**src/rtl/rv32i_seq_multiplier_16x16.sv**
```systemverilog
// -----------------------------------------------------------------------------
// rv32i_seq_multiplier_16x16
//
// Sequential 16x16 -> 32 unsigned shift-and-add multiplier for the RV32I
// multiply/shift control path.
//
// Operation
//   IDLE : waits for i_en. On a start it captures the operands, clears the
//          accumulator and the step counter, and moves to BUSY.
//   BUSY : one multiplier bit per cycle. When multiplier[0] is set, the
//          shifted multiplicand is added to the accumulator. The multiplicand
//          then shifts left and the multiplier shifts right.
//   DONE : o_valid is high for exactly one cycle. The FSM then returns to
//          IDLE unconditionally.
//
// Results and status
//   o_result is loaded only on the BUSY->DONE edge, so a partial product is
//   never visible. o_result holds its value until the next completion.
//   o_valid and o_busy are both registered and are never high together.
//
// Reset
//   i_rst is asynchronous and active-high. It clears all state and outputs,
//   so an aborted operation produces no valid pulse.
//
// Build option
//   MULT_EARLY_TERM_EN : when defined, BUSY ends on the first step that leaves
//   the shifted multiplier at zero. Latency is then max(1, p+1) cycles, where
//   p is the index of the highest set bit of the multiplier. The product is
//   the same in both builds.
//   Default build (macro undefined): BUSY always lasts 16 cycles.
// -----------------------------------------------------------------------------
module rv32i_seq_multiplier_16x16 (
    input  logic        i_clk,
    input  logic        i_rst,
    input  logic        i_en,
    input  logic [15:0] i_operand_one,
    input  logic [15:0] i_operand_two,
    output logic        o_valid,
    output logic [31:0] o_result,
    output logic        o_busy
);

    typedef enum logic [1:0] {
        ST_IDLE = 2'd0,
        ST_BUSY = 2'd1,
        ST_DONE = 2'd2
    } state_e;

    localparam logic [4:0] LAST_STEP = 5'd16;

    // Registered state
    state_e      state_q;
    logic [31:0] mcand_q;
    logic [15:0] mplier_q;
    logic [31:0] acc_q;
    logic [4:0]  cnt_q;
    logic [31:0] result_q;
    logic        valid_q;
    logic        busy_q;

    // Next-state values
    state_e      state_d;
    logic [31:0] mcand_d;
    logic [15:0] mplier_d;
    logic [31:0] acc_d;
    logic [4:0]  cnt_d;
    logic [31:0] result_d;
    logic        valid_d;
    logic        busy_d;

    // Datapath for one BUSY step
    logic [31:0] step_add_s;
    logic [31:0] acc_sum_s;
    logic [31:0] mcand_shift_s;
    logic [15:0] mplier_shift_s;
    logic [4:0]  cnt_inc_s;
    logic        last_step_s;

    // One shift-and-add step. The sum cannot overflow 32 bits for
    // 16-bit operands.
    always_comb begin
        step_add_s     = mplier_q[0] ? mcand_q : 32'd0;
        acc_sum_s      = acc_q + step_add_s;
        mcand_shift_s  = {mcand_q[30:0], 1'b0};
        mplier_shift_s = {1'b0, mplier_q[15:1]};
        cnt_inc_s      = cnt_q + 5'd1;
`ifdef MULT_EARLY_TERM_EN
        // Stop once no multiplier bits remain. The step-16 check is
        // kept as a hard upper bound.
        last_step_s    = (mplier_shift_s == 16'd0) || (cnt_inc_s == LAST_STEP);
`else
        last_step_s    = (cnt_inc_s == LAST_STEP);
`endif
    end

    // FSM next-state and registered-output decode
    always_comb begin
        state_d  = state_q;
        mcand_d  = mcand_q;
        mplier_d = mplier_q;
        acc_d    = acc_q;
        cnt_d    = cnt_q;
        result_d = result_q;
        valid_d  = 1'b0;
        busy_d   = 1'b0;

        case (state_q)
            ST_IDLE: begin
                if (i_en) begin
                    mcand_d  = {16'd0, i_operand_one};
                    mplier_d = i_operand_two;
                    acc_d    = 32'd0;
                    cnt_d    = 5'd0;
                    state_d  = ST_BUSY;
                    busy_d   = 1'b1;
                end else begin
                    state_d  = ST_IDLE;
                    busy_d   = 1'b0;
                end
            end

            ST_BUSY: begin
                acc_d    = acc_sum_s;
                mcand_d  = mcand_shift_s;
                mplier_d = mplier_shift_s;
                cnt_d    = cnt_inc_s;
                if (last_step_s) begin
                    state_d  = ST_DONE;
                    result_d = acc_sum_s;
                    valid_d  = 1'b1;
                    busy_d   = 1'b0;
                end else begin
                    state_d  = ST_BUSY;
                    busy_d   = 1'b1;
                end
            end

            ST_DONE: begin
                state_d = ST_IDLE;
                valid_d = 1'b0;
                busy_d  = 1'b0;
            end

            default: begin
                // The unused encoding recovers to IDLE without a result.
                state_d = ST_IDLE;
                valid_d = 1'b0;
                busy_d  = 1'b0;
            end
        endcase
    end

    // State and output registers with asynchronous clear
    always_ff @(posedge i_clk or posedge i_rst) begin
        if (i_rst) begin
            state_q  <= ST_IDLE;
            mcand_q  <= 32'd0;
            mplier_q <= 16'd0;
            acc_q    <= 32'd0;
            cnt_q    <= 5'd0;
            result_q <= 32'd0;
            valid_q  <= 1'b0;
            busy_q   <= 1'b0;
        end else begin
            state_q  <= state_d;
            mcand_q  <= mcand_d;
            mplier_q <= mplier_d;
            acc_q    <= acc_d;
            cnt_q    <= cnt_d;
            result_q <= result_d;
            valid_q  <= valid_d;
            busy_q   <= busy_d;
        end
    end

    assign o_valid  = valid_q;
    assign o_result = result_q;
    assign o_busy   = busy_q;

endmodule

```
**config.mk**
```make
export PLATFORM = sky130hd
export DESIGN_NAME = rv32i_seq_multiplier_16x16
export DESIGN_NICKNAME = d
export VERILOG_FILES = /design/src/rtl/rv32i_seq_multiplier_16x16.sv
export SDC_FILE = /design/constraint.sdc
export NUM_CORES = 1
export LEC_CHECK = 0
export CAP_MARGIN = 20
export CORE_MARGIN = 2
export CORE_UTILIZATION = 48
export CTS_BUF_LIST = sky130_fd_sc_hd__clkbuf_8 sky130_fd_sc_hd__clkbuf_16
export CTS_CLUSTER_SIZE = 24
export DETAILED_ROUTE_END_ITERATION = 8
export HOLD_SLACK_MARGIN = 0.05
export PLACE_DENSITY_LB_ADDON = 0.1
export SLEW_MARGIN = 20
export SYNTH_ARGS = -nofsm -noshare
export SYNTH_HDL_FRONTEND = slang
export SYNTH_SLANG_ARGS = --single-unit
```
**constraint.sdc**
```tcl
create_clock -name i_clk -period 5.12 [get_ports i_clk]
set_input_delay 0.768 -clock i_clk [delete_from_list [all_inputs] [get_ports i_clk]]
set_output_delay 0.768 -clock i_clk [all_outputs]
set_load 0.02 [all_outputs]
```
==> out/results.ini <==
[critical_path]
start_kind=register
critPathKind=reg -> reg
crit_fanout=33
critPathArrivalTime_ns=3.74
reg2reg_depth=9
crit_required_ns=5.39
endpoint_kind=register

[clocking]
root_buffer=clkbuf_16
clockBufferDepth=2
cts_resized=0
post_cts_buffers=0
cts_buffers=17
path_clk_slew_ns=0.06
htree_levels=4
cts.sinks=119
cts_tree=built
clk_latency_ns=0.42
holdBufCountCts=0

[floorplanning]
die-area_um2=15420
die_x_um=124.2
ioPinCount=69
die-height_um=124.2
coreArea_um2=13990
num_rows=43
start_util_pct=49.57

[job]
maxCapViolCount=0

[global_route]
grt_overflow=0
grt_max_degree=66
grt_usage_pct=24.36
grt_first_pass_wirelength_um=29170
grt_pass1_vias=5787
grt_antenna_before_repair=0

[placement]
pre_cts_ws_ns=1.656
port_buffers=68
dp_cells=959
hpwlAfterDp_um=12270
gp_congestion=0.9122

[sta]
tns_ns=0
finalSetupViolations=0
fin_crit_ns=3.467
fin_skew_ns=0.008266
hold_violations=0
fin_crit_sh_pct=67.71
max_freq_ghz=0.2884
rsz0062_at_grt=false
tightest_slew_ns=0.9159
max_slew_margin_pct=38.75
timing.final.ws_setup_ns=1.653
report.final.slew_viol_count=0

[final_layout]
finalCoreUtilization_pct=59.67
nFillCells=1262
instances_no_fill=990
multi_input_area_um2=3760
nNetsFinal=867
drive_gt1_share_pct=8.025
ff_latch_area_um2=2979
syn_to_final_growth_pct=20.37
antennaDiodeCount=0

[min_path]
hold_class=reg -> reg
whs_path_depth=2

[yosys]
yosysSeqAreaShare_pct=42.94
synth_cells=746
synthArstFlopShare_pct=100.0
syn_area_um2=6934
ys.flop_type=dfrtp_1
synth_nets=815
syn_avg_cell_area_um2=9.295
ys_seq_elements=119
synth_edf_count=0
synth_cell_type_count=58
yosys_warnings=0

[power_and_ir_drop]
peakVddDrop_v=0.0003031
leakage_uw=0.003888
p_per_area_nw_per_um2=584.1

[route]
wirelength_um=17210
antenna_left=0
dr.first_iter.drc_count=384
drc=0
via_per_inst=5.844
first_pass_iters=5
route.vias.total=5786
wl_per_cell_um=17.38

[run_status]
status=completed

[per-stage QoR]
step,cell area (um^2),hold slack (ns),total power [uW]
2_1_floorplan,6934,0.4502,3040
3_3_place_gp,7764,0.4588,3659
3_5_place_dp,7764,0.4621,3721
4_1_cts,8347,0.4766,4910
5_1_grt,8347,0.4956,5225
6_report,8347,0.4719,4875
[path summary, 6_finish.rpt]
check | start | to | slack, ns
max reg2reg | mplier_q[0] | acc_q[29] | 1.65
min | o_result[8] | o_result[8] | 0.47
min reg2reg | o_result[8] | o_result[8] | 0.47
max in group asynchronous | i_rst | mcand_q[23] | 3.43
max | mplier_q[0] | acc_q[29] | 1.65
min in group asynchronous | i_rst | o_result[1] | 0.71
[cell type report]
cell class,instances,share of cell area [%]
clock buffer,19,5.426
sequential,119,35.69
clock inverter,12,1.559
timing repair buffer,78,9.054
multi-input combinational,571,45.05
inverter,11,0.5247
tap,180,2.698
[cells in the mapped netlist, types with 4 or more instances]
| library cell | number | area [um^2] |
|---|---|---|
| a21o_1 | 13 | 97.59 |
| a21oi_1 | 68 | 340.3 |
| a22o_1 | 41 | 359.1 |
| a22oi_1 | 4 | 30.03 |
| a31oi_1 | 4 | 25.02 |
| and2_1 | 34 | 212.7 |
| and3_1 | 4 | 25.02 |
| and3b_1 | 28 | 245.2 |
| clkbuf_1 | 38 | 142.6 |
| dfrtp_1 | 119 | 2978 |
| ha_1 | 33 | 412.9 |
| inv_1 | 11 | 41.29 |
| mux2_2 | 11 | 123.9 |
| nand2_1 | 106 | 397.9 |
| nand2b_1 | 6 | 37.54 |
| nand3_1 | 18 | 90.09 |
| nand4_1 | 10 | 62.56 |
| nor2_1 | 31 | 116.4 |
| nor2b_1 | 8 | 50.05 |
| nor3_1 | 11 | 55.05 |
| o2111ai_1 | 4 | 35.03 |
| o211ai_1 | 4 | 30.03 |
| o21a_1 | 5 | 37.54 |
| o21ai_0 | 57 | 285.3 |
| o21bai_1 | 5 | 37.54 |
| o31ai_1 | 4 | 30.03 |
| xnor2_1 | 17 | 148.9 |
| xor2_1 | 7 | 61.31 |
[flip-flops by register name (all words and copies together) (netlist names)]
register  flops
acc_q        32
cnt_q         5
mcand_q      32
mplier_q     16
o_result     32
state_q       2
[metal layers]
metal,wire (um),part of all wire [%],global-route usage [%]
met5,0,0,0
met4,357,2.1,9.972
met3,731,4.2,4.258
met2,8086,47,38.90
met1,8036,47,32.79
[cells in the final DEF (no fill, tap or decap), types with 28 or more instances in the layout]
cell type / netlist / routed
clkdlybuf4s50_1: 0 / 68
and3b_1: 28 / 28
nand2_1: 106 / 106
a22o_1: 41 / 41
and2_1: 34 / 34
o21ai_0: 57 / 57
ha_1: 33 / 33
dfrtp_1: 119 / 118
nor2_1: 31 / 31
a21oi_1: 68 / 68
[power breakdown]
group / internal [uW] / switching (uW)
combinational: 908 / 1200
clock: 737 / 426
sequential: 1320 / 283
[logic make-up after synthesis]
group,count (synthesis),share of synthesized area [%]
flip-flops,119,42.94
AO/OA/AOI/OAI,236,22.92
XOR/XNOR,24,3.031
buffers and inverters,56,3.103
adder cells (fa/ha/maj),34,6.243
AND/OR/NAND/NOR,265,19.76
multiplexers,12,2.003
[critical path, cell delays in order (launching register included)]
cell	delay (ns)
dfrtp_1	0.90
and2_1	0.25
ha_1	0.32
a2111oi_0	0.45
o21ai_0	0.24
a31oi_1	0.33
a21oi_1	0.14
o21ai_0	0.36
and3_1	0.25
o31ai_1	0.08
(Power assumes the default switching activity.)
